<file path="src/rtl/mplc_port_pkg.sv">
// Shared definitions for the memory port master: FSM state encoding,
// address-region helpers, semaphore bank offsets and the release bit.
// No ports; imported by the port master and its wait timer.
package mplc_port_pkg;

    typedef logic [1:0] state_t;

    localparam state_t ST_IDLE    = 2'd0;
    localparam state_t ST_ACCESS  = 2'd1;
    localparam state_t ST_CAPTURE = 2'd2;

    // Address bit that turns a read into a read-and-release.
    localparam int REL_BIT = 7;

    // Offsets of the three semaphore banks (one per CPU) inside semaphore space.
    localparam logic [4:0] SEM_BANK_0 = 5'h00;
    localparam logic [4:0] SEM_BANK_1 = 5'h08;
    localparam logic [4:0] SEM_BANK_2 = 5'h10;

    // A[11:10]==00 selects the plain bit memory.
    function automatic logic region_mem(input logic [11:0] adr);
        return (adr[11:10] == 2'b00);
    endfunction

    // A[11]==1 selects the semaphore space.
    function automatic logic region_sem(input logic [11:0] adr);
        return adr[11];
    endfunction

endpackage

</file>
<file path="src/rtl/mplc_wait_timer.sv">
// Stall timer for the memory port master.
// Saturating up-counter of stalled cycles; expired is high while the count
// sits at TMO_MAX-1, i.e. the next stalled edge is the TMO_MAX-th one.
// Ports:
//   clk, rst_n : clock, asynchronous active-low reset
//   clr        : synchronous clear (wins over en)
//   en         : count one stalled cycle
//   expired    : timeout reached (never asserted when TMO_MAX==0)
module mplc_wait_timer #(
    parameter int TMO_W   = 8,
    parameter int TMO_MAX = 200
) (
    input  logic clk,
    input  logic rst_n,
    input  logic clr,
    input  logic en,
    output logic expired
);

    localparam logic [TMO_W-1:0] LAST = TMO_W'(TMO_MAX - 1);

    logic [TMO_W-1:0] count_q;
    logic [TMO_W-1:0] count_d;

    always_comb begin
        count_d = count_q;
        if (clr) begin
            count_d = '0;
        end else if (en && (count_q != {TMO_W{1'b1}})) begin
            count_d = count_q + 1'b1;
        end
    end

    always_ff @(posedge clk or negedge rst_n) begin
        if (!rst_n) begin
            count_q <= '0;
        end else begin
            count_q <= count_d;
        end
    end

    assign expired = (TMO_MAX != 0) && (count_q == LAST);

endmodule

</file>
<file path="src/rtl/mplc_mem_port_master.sv">
// CPU-side initiator for one port of the 3-CPU shared bit memory.
// Takes single-bit read/write requests from a logic core, drives the
// memory port, holds the access while WT is low and aborts after TMO_MAX
// stalled cycles.
// Ports:
//   CLK, CLR          : clock, asynchronous active-low reset
//   REQ, REQ_WE, REQ_REL, REQ_ADR, REQ_DI : request from the core (sampled when idle)
//   BUSY, ACK, ERR, RDATA : status/result to the core (all registered)
//   A, DI, WE, OE     : memory port drive (all registered)
//   WT, DQ            : memory ready and read data
//
// state    | meaning
// IDLE     | no access; accepts REQ
// ACCESS   | WE or OE asserted, waiting for WT=1 (timer running while WT=0)
// CAPTURE  | memory registered the read address; DQ sampled on the next edge
module mplc_mem_port_master #(
    parameter int AW      = 12,
    parameter int TMO_W   = 8,
    parameter int TMO_MAX = 200,
    parameter int REL_BIT = mplc_port_pkg::REL_BIT
) (
    input  logic          CLK,
    input  logic          CLR,
    input  logic          REQ,
    input  logic          REQ_WE,
    input  logic          REQ_REL,
    input  logic [AW-1:0] REQ_ADR,
    input  logic          REQ_DI,
    output logic          BUSY,
    output logic          ACK,
    output logic          ERR,
    output logic          RDATA,
    output logic [AW-1:0] A,
    output logic          DI,
    output logic          WE,
    output logic          OE,
    input  logic          WT,
    input  logic          DQ
);

    import mplc_port_pkg::*;

    state_t        state_q, state_d;
    logic [AW-1:0] a_q, a_d;
    logic          di_q, di_d;
    logic          we_q, we_d;
    logic          oe_q, oe_d;
    logic          busy_q, busy_d;
    logic          ack_q, ack_d;
    logic          err_q, err_d;
    logic          rdata_q, rdata_d;

    logic          tmr_clr;
    logic          tmr_en;
    logic          tmr_expired;

    mplc_wait_timer #(
        .TMO_W   (TMO_W),
        .TMO_MAX (TMO_MAX)
    ) u_wait_timer (
        .clk     (CLK),
        .rst_n   (CLR),
        .clr     (tmr_clr),
        .en      (tmr_en),
        .expired (tmr_expired)
    );

    always_comb begin
        state_d = state_q;
        a_d     = a_q;
        di_d    = di_q;
        we_d    = we_q;
        oe_d    = oe_q;
        busy_d  = busy_q;
        ack_d   = 1'b0;
        err_d   = 1'b0;
        rdata_d = rdata_q;
        tmr_clr = 1'b0;
        tmr_en  = 1'b0;

        case (state_q)
            ST_IDLE: begin
                if (REQ) begin
                    a_d = REQ_ADR;
                    // Release is a read-only modifier; writes keep the address as given.
                    if (!REQ_WE) begin
                        a_d[REL_BIT] = REQ_ADR[REL_BIT] | REQ_REL;
                    end
                    di_d    = REQ_DI;
                    we_d    = REQ_WE;
                    oe_d    = ~REQ_WE;
                    busy_d  = 1'b1;
                    tmr_clr = 1'b1;
                    state_d = ST_ACCESS;
                end
            end

            ST_ACCESS: begin
                if (WT) begin
                    if (we_q) begin
                        // Memory commits the write on this edge.
                        we_d    = 1'b0;
                        a_d     = '0;
                        di_d    = 1'b0;
                        ack_d   = 1'b1;
                        busy_d  = 1'b0;
                        state_d = ST_IDLE;
                    end else begin
                        // Memory registers the read address on this edge; keep A/OE.
                        state_d = ST_CAPTURE;
                    end
                end else if (tmr_expired) begin
                    we_d    = 1'b0;
                    oe_d    = 1'b0;
                    a_d     = '0;
                    di_d    = 1'b0;
                    ack_d   = 1'b1;
                    err_d   = 1'b1;
                    busy_d  = 1'b0;
                    state_d = ST_IDLE;
                end else begin
                    tmr_en = 1'b1;
                end
            end

            ST_CAPTURE: begin
                rdata_d = DQ;
                oe_d    = 1'b0;
                a_d     = '0;
                di_d    = 1'b0;
                ack_d   = 1'b1;
                busy_d  = 1'b0;
                state_d = ST_IDLE;
            end

            default: begin
                we_d    = 1'b0;
                oe_d    = 1'b0;
                a_d     = '0;
                di_d    = 1'b0;
                busy_d  = 1'b0;
                state_d = ST_IDLE;
            end
        endcase
    end

    always_ff @(posedge CLK or negedge CLR) begin
        if (!CLR) begin
            state_q <= ST_IDLE;
            a_q     <= '0;
            di_q    <= 1'b0;
            we_q    <= 1'b0;
            oe_q    <= 1'b0;
            busy_q  <= 1'b0;
            ack_q   <= 1'b0;
            err_q   <= 1'b0;
            rdata_q <= 1'b0;
        end else begin
            state_q <= state_d;
            a_q     <= a_d;
            di_q    <= di_d;
            we_q    <= we_d;
            oe_q    <= oe_d;
            busy_q  <= busy_d;
            ack_q   <= ack_d;
            err_q   <= err_d;
            rdata_q <= rdata_d;
        end
    end

    assign A     = a_q;
    assign DI    = di_q;
    assign WE    = we_q;
    assign OE    = oe_q;
    assign BUSY  = busy_q;
    assign ACK   = ack_q;
    assign ERR   = err_q;
    assign RDATA = rdata_q;

endmodule

</file>
<file path="config.mk">
export PLATFORM = sky130hd
export DESIGN_NAME = mplc_mem_port_master
export DESIGN_NICKNAME = d
export VERILOG_FILES = /design/src/rtl/mplc_port_pkg.sv /design/src/rtl/mplc_wait_timer.sv /design/src/rtl/mplc_mem_port_master.sv
export SDC_FILE = /design/constraint.sdc
export NUM_CORES = 1
export LEC_CHECK = 0
export ABC_AREA = 1
export CORE_ASPECT_RATIO = 0.8
export CORE_MARGIN = 1
export CORE_UTILIZATION = 49
export CTS_CLUSTER_DIAMETER = 40
export DETAILED_ROUTE_END_ITERATION = 16
export PLACE_DENSITY = 0.86
export SYNTH_ARGS = -nofsm -noshare
export SYNTH_HDL_FRONTEND = slang
export SYNTH_SLANG_ARGS = --single-unit
</file>
<file path="constraint.sdc">
create_clock -name CLK -period 1.7 [get_ports CLK]
set_input_delay 0.34 -clock CLK [delete_from_list [all_inputs] [get_ports CLK]]
set_output_delay 0.34 -clock CLK [all_outputs]
set_load 0.01 [all_outputs]
</file>
==> results of run 1 <==
cells in the mapped netlist (all sizes together) (3+ instances only):
cell type | instances | area [sq um]
a21oi | 4 | 20.0
buf | 6 | 43.8
clkbuf | 3 | 12.5
dfrtp | 29 | 726
ha | 5 | 62.6
inv | 27 | 101
nand2 | 92 | 350
nand3 | 16 | 105
nand4 | 16 | 106
nor2 | 15 | 56.3
o21ai | 3 | 15.0
metal layers:
layer	vias up	part of all wire
met5	-	0
li1	790	-
met1	734	0.48
met2	36	0.46
met3	9	0.043
met4	0	0.021
where the power goes:
| group | internal [mW] | switching (mW) |
|---|---|---|
| combinational | 0.795 | 1.04 |
| clock | 0.290 | 0.247 |
| sequential | 0.923 | 0.156 |
area by class of cell:
type                    count  area, sq um  share of cell area
multi-input cells         158          774               0.355
clock buffers               8         80.1              0.0367
flip-flops and latches     29          726               0.333
repair buffers             47          448               0.206
inverters                  27          101              0.0465
well taps                  40         50.0              0.0230
sequential cells by signal, summed over array words and instances, names as in the netlist:
register              flops
A                        12
u_wait_timer.count_q      8
state_q                   2
ACK                       1
BUSY                      1
DI                        1
ERR                       1
OE                        1
RDATA                     1
WE                        1
layout by cell type, fill, tap and decap left out, drive strengths merged, types with 3 or more instances in the layout:
cell type and instances:
nand2 92, clkdlybuf4s50 38, dfrtp 29, inv 27
nand3 17, nand4 16, nor2 15, buf 9
clkbuf 8, ha 5, a21oi 4, o21ai 3
logic make-up (layout without fill, tap and decap cells):
family	after synthesis	in the layout	synth area share
AND/OR/NAND/NOR	143	144	0.393
buffers and inverters	36	82	0.0961
flip-flops	29	29	0.442
AO/OA/AOI/OAI	9	9	0.0305
adder cells (fa/ha/maj)	5	5	0.0381
how the worst min path moves through the flow:
stage | from | to | cells past startpoint
floorplan | CLR | ACK | 0
global placement | DI | DI | 2
detailed placement | A[2] | A[2] | 2
CTS | CLR | u_wait_timer.count_q[3] | 2
global route | CLR | u_wait_timer.count_q[3] | 2
finish | CLR | u_wait_timer.count_q[4] | 2
worst max-delay path, delay by kind of cell, from the launching register on:
kind,cells,cell delay [ns]
flip-flops,1,0.41
adder cells (fa/ha/maj),1,0.24
AND/OR/NAND/NOR,3,0.49
buffers and inverters,3,0.38
through the flow:
stage / setup WS, ns / hold slack (ns) / instance area [sq um] / total power, mW
detailed placement: 0.0505 / 0.458 / 2080 / 2.86
global route: 0.00297 / 0.473 / 2180 / 3.72
finish: 0.0582 / 0.431 / 2180 / 3.45
floorplan: 0.171 / 0.0444 / 1640 / 2.19
global placement: 0.123 / 0.458 / 2080 / 2.80
CTS: 0.0791 / 0.442 / 2160 / 3.41
what timing repair did:
action                                  in CTS  in global routing
endpoints found under the setup margin       0                  3
resized for setup                            0                  2
hold buffers                                 0                  0
==> out/results.txt, run 1 <==
Ports -> 39
Post-Layout Cell Count -> 309
Total GRT Usage -> 0.229
H-tree depth -> 2
Die W -> 66.7 um
Final ANT Viol Nets -> 0
Overflow left after global routing -> 0
GR Util met2 -> 0.325
Status -> complete, no violations
Final TNS setup -> 0 ns
Layout area overhead -> 32.9%
R2r worst-path depth -> 7
Worst stage delay on the critical path -> 0.41 ns
Postcts setup bufs -> 0
Final HPWL DP -> 2.79 mm
Final Hold Viols -> 0
CTS Root Buffer Type -> clkbuf_8
Fmax -> 609 MHz
WP data arrival -> 1.82 ns
Async SR Flop Fraction -> 1.00
Critical Path Start -> state_q[0]
Core Util, Final -> 0.696
Mapped Nets -> 247
Worst skew pair latency -> 0.29 ns
# diodes -> 0
Cells after DPL -> 300
Fin crit share -> 0.966
Post-synthesis instance area -> 1640 sq um
CP Capture Type -> register
Sequential area share after synthesis -> 0.442
Nets@finish -> 293
GP Congestion -> 0.880
Unique masters post-synth -> 24
Vias in the first global route -> 1,169
Met1 usage -> 0.323
WL final -> 3.95 mm
Die Y -> 53.8 um
Reg-to-Reg End -> A[0]
Number of buffers added on ports -> 38
CTS Buf Count -> 5
Min Tclk post-route -> 1.64 ns
Number of flops mapped to enable cells by yosys -> 0
Layout cells sized above 1 -> 0.0892
Setup Skew -> 0.00587 ns
Power per Cell Area -> 1580 nW/um^2
Clk pin slew, worst setup/hold paths -> 0.06 ns
Crit path required time -> 1.87 ns
LEAKAGE -> 1.15 nW
Largest net degree at the start of global routing -> 30
Clk sinks -> 29
FF+latch count, synth -> 29
Avg Cell Area, Syn -> 7.39 sq um
Crit path capture -> A[0]
Clock Tree Buf Depth -> 2
Die ar. -> 3580 sq um
CP max FO -> 9
Top FF cell, synth -> dfrtp_1
Cell at the slowest stage of the critical path -> dfrtp_1
Fill cell count -> 252
Row cnt -> 18
R2R Setup Slk -> 0.06 ns
Wire per inst -> 12.8 um
Crit path launch type -> register
VDD IR-drop max -> 0.997 mV
Busiest grt layer -> met2
Tightest Pin Transition -> 0.359 ns
Initial core utilization -> 0.524
Vias per std cell -> 5.08
CORE AREA -> 3130 sq um
Cells after Synth -> 222
YS warnings -> 0
First-pass GRT wire length -> 5.69 mm
CTS tree -> done
DRC -> 0
Routing usage on met3 -> 0.0445
Slew Limit Fails -> 0
Setup violators final -> 0
WS Path Type -> register to register
Max-cap viol count -> 0
R2R Path Start -> state_q[0]
Initial DRT Pass Iterations -> 5
Unrepaired setup endpoints after global routing -> false
Worst path cell trace -> inv_1, ha_2, inv_2, or2_1, buf_4, nand4_1, nand2_1
Worst hold path class -> input port to async pin
Initial antenna violation count -> 0
Slew headroom -> 0.760
Iteration-0 DRC Markers -> 112
Routed via count -> 1,569
Power figures use the tool's default switching activity.
==> run 2: changes to the inputs <==
- CORE_ASPECT_RATIO: 0.8 -> unset
- CORE_UTILIZATION: 49 -> 44
- GPL_ROUTABILITY_DRIVEN: unset -> 0
- PLACE_DENSITY: 0.86 -> 0.82
- clock period: 1.7 -> 1.5 ns (I/O delays scaled with it)
==> out/results.txt, run 2 (synthesis gave the netlist of run 1 again) <==
Status -> complete, no violations
Iteration-0 DRC Markers -> 68
Area of the multi-input gates -> 831 sq um
Worst skew pair latency -> 0.28 ns
CTS Buf Count -> 5
CP Capture Type -> register
Number of buffers added on ports -> 38
Nets@finish -> 306
# diodes -> 0
Initial DRT Pass Iterations -> 4
Post-DP Area -> 2160 sq um
Worst hold path class -> input port to async pin
Layout area overhead -> 47.4%
Unrepaired setup endpoints after global routing -> true
Wire per inst -> 13.3 um
Setup violators final -> 0
Crit path required time -> 1.67 ns
CP max FO -> 5
Routed via count -> 1,648
Row cnt -> 21
Clock Tree Buf Depth -> 2
Die Y -> 63.1 um
Final ANT Viol Nets -> 0
Die W -> 63.1 um
Total GRT Usage -> 0.219
Slew Limit Fails -> 0
Tightest Pin Transition -> 0.372 ns
Setup WS pre-CTS -> -0.0395 ns
Slack of the critical path -> 0.0151 ns
Final HPWL DP -> 2.78 mm
Most frequent cells in the layout -> nand2_1, dfrtp_1, clkdlybuf4s50_1
Fin area -> 2420 sq um
First-pass GRT wire length -> 6.63 mm
Power per Cell Area -> 1840 nW/um^2
R2r worst-path depth -> 9
WS Path Type -> register to register
Crit path launch type -> register
CTS Root Buffer Type -> clkbuf_8
VDD IR-drop max -> 1.24 mV
Final Hold Slack -> 0.408 ns
Max-cap viol count -> 0
Clk sinks -> 29
Max reg flops -> 12
Final Hold Viols -> 0
Min Tclk post-route -> 1.48 ns
CTS tree -> done
Register Area -> 726 sq um
WP data arrival -> 1.66 ns
Clk pin slew, worst setup/hold paths -> 0.06 ns
DRC -> 0
Initial core utilization -> 0.477
Fin crit share -> 0.990
Vias in the first global route -> 1,433
Slew headroom -> 0.752
Overflow left after global routing -> 0
WL final -> 4.36 mm
Setup Skew -> 0.00715 ns
Fmax -> 673 MHz
Initial antenna violation count -> 0
Largest net degree at the start of global routing -> 30
Commonest non-fill, non-tap cell in the layout -> nand2_1
CORE AREA -> 3440 sq um
H-tree depth -> 2
Fill cell count -> 245
Layout cells sized above 1 -> 0.174
Ports -> 39
Die ar. -> 3980 sq um
Vias per std cell -> 5.02
LEAKAGE -> 1.42 nW
-- run 2: worst paths after layout --
path	start	endpoint	slack, ns
max reg2reg	u_wait_timer.count_q[0]	WE	0.02
min in group CLK	A[8]	A[8]	0.47
max	u_wait_timer.count_q[0]	WE	0.02
max in group asynchronous	CLR	state_q[0]	0.82
min reg2reg	A[8]	A[8]	0.47
min	CLR	A[1]	0.41
-- run 2: stage by stage --
stage / power (mW) / setup TNS [ns] / utilization / cells
6_report: 4.44 / 0 / 0.703 / 328
5_1_grt: 4.74 / -0.471 / 0.703 / 328
4_1_cts: 4.16 / -0.00150 / 0.663 / 322
3_5_place_dp: 3.35 / -0.457 / 0.628 / 314
3_3_place_gp: 3.27 / -0.00683 / 0.628 / 314
2_1_floorplan: 2.49 / 0 / - / 222
-- run 2: where the power goes --
group	internal, mW	switching (mW)	leakage [nW]
clock	0.414	0.305	0.0542
sequential	1.05	0.167	0.381
combinational	1.15	1.36	0.983
total	2.61	1.83	1.42
-- run 2: layout make-up --
type	count	area share
tap	46	0.0238
clock buffer	7	0.0398
inverter	27	0.0419
sequential	29	0.300
multi-input combinational	158	0.344
timing repair buffer	60	0.249
clock inverter	1	0.00207
-- run 2: worst max-delay path: stages (launching register included) --
cell and delay (ns):
dfrtp_1 0.36, ha_2 0.20, nand2_1 0.06, nor2_1 0.12, nand2_2 0.14, nand3_4 0.18
buf_4 0.15, nand3_1 0.06, nand2_1 0.06, nand2_1 0.04
-- run 2: repair_timing --
| item | in CTS | in global routing |
|---|---|---|
| pin swaps | 0 | 4 |
| buffers inserted | 0 | 4 |
| endpoints found under the setup margin | 24 | 38 |
| hold buffers | 0 | 0 |
| cloned | 0 | 2 |
| resized for setup | 7 | 26 |
-- run 2: routing by layer --
layer  GRT usage  routed length, um
met5           0                  0
met4      0.0901                 93
met3      0.0616                148
met2       0.329               2140
met1       0.295               1980
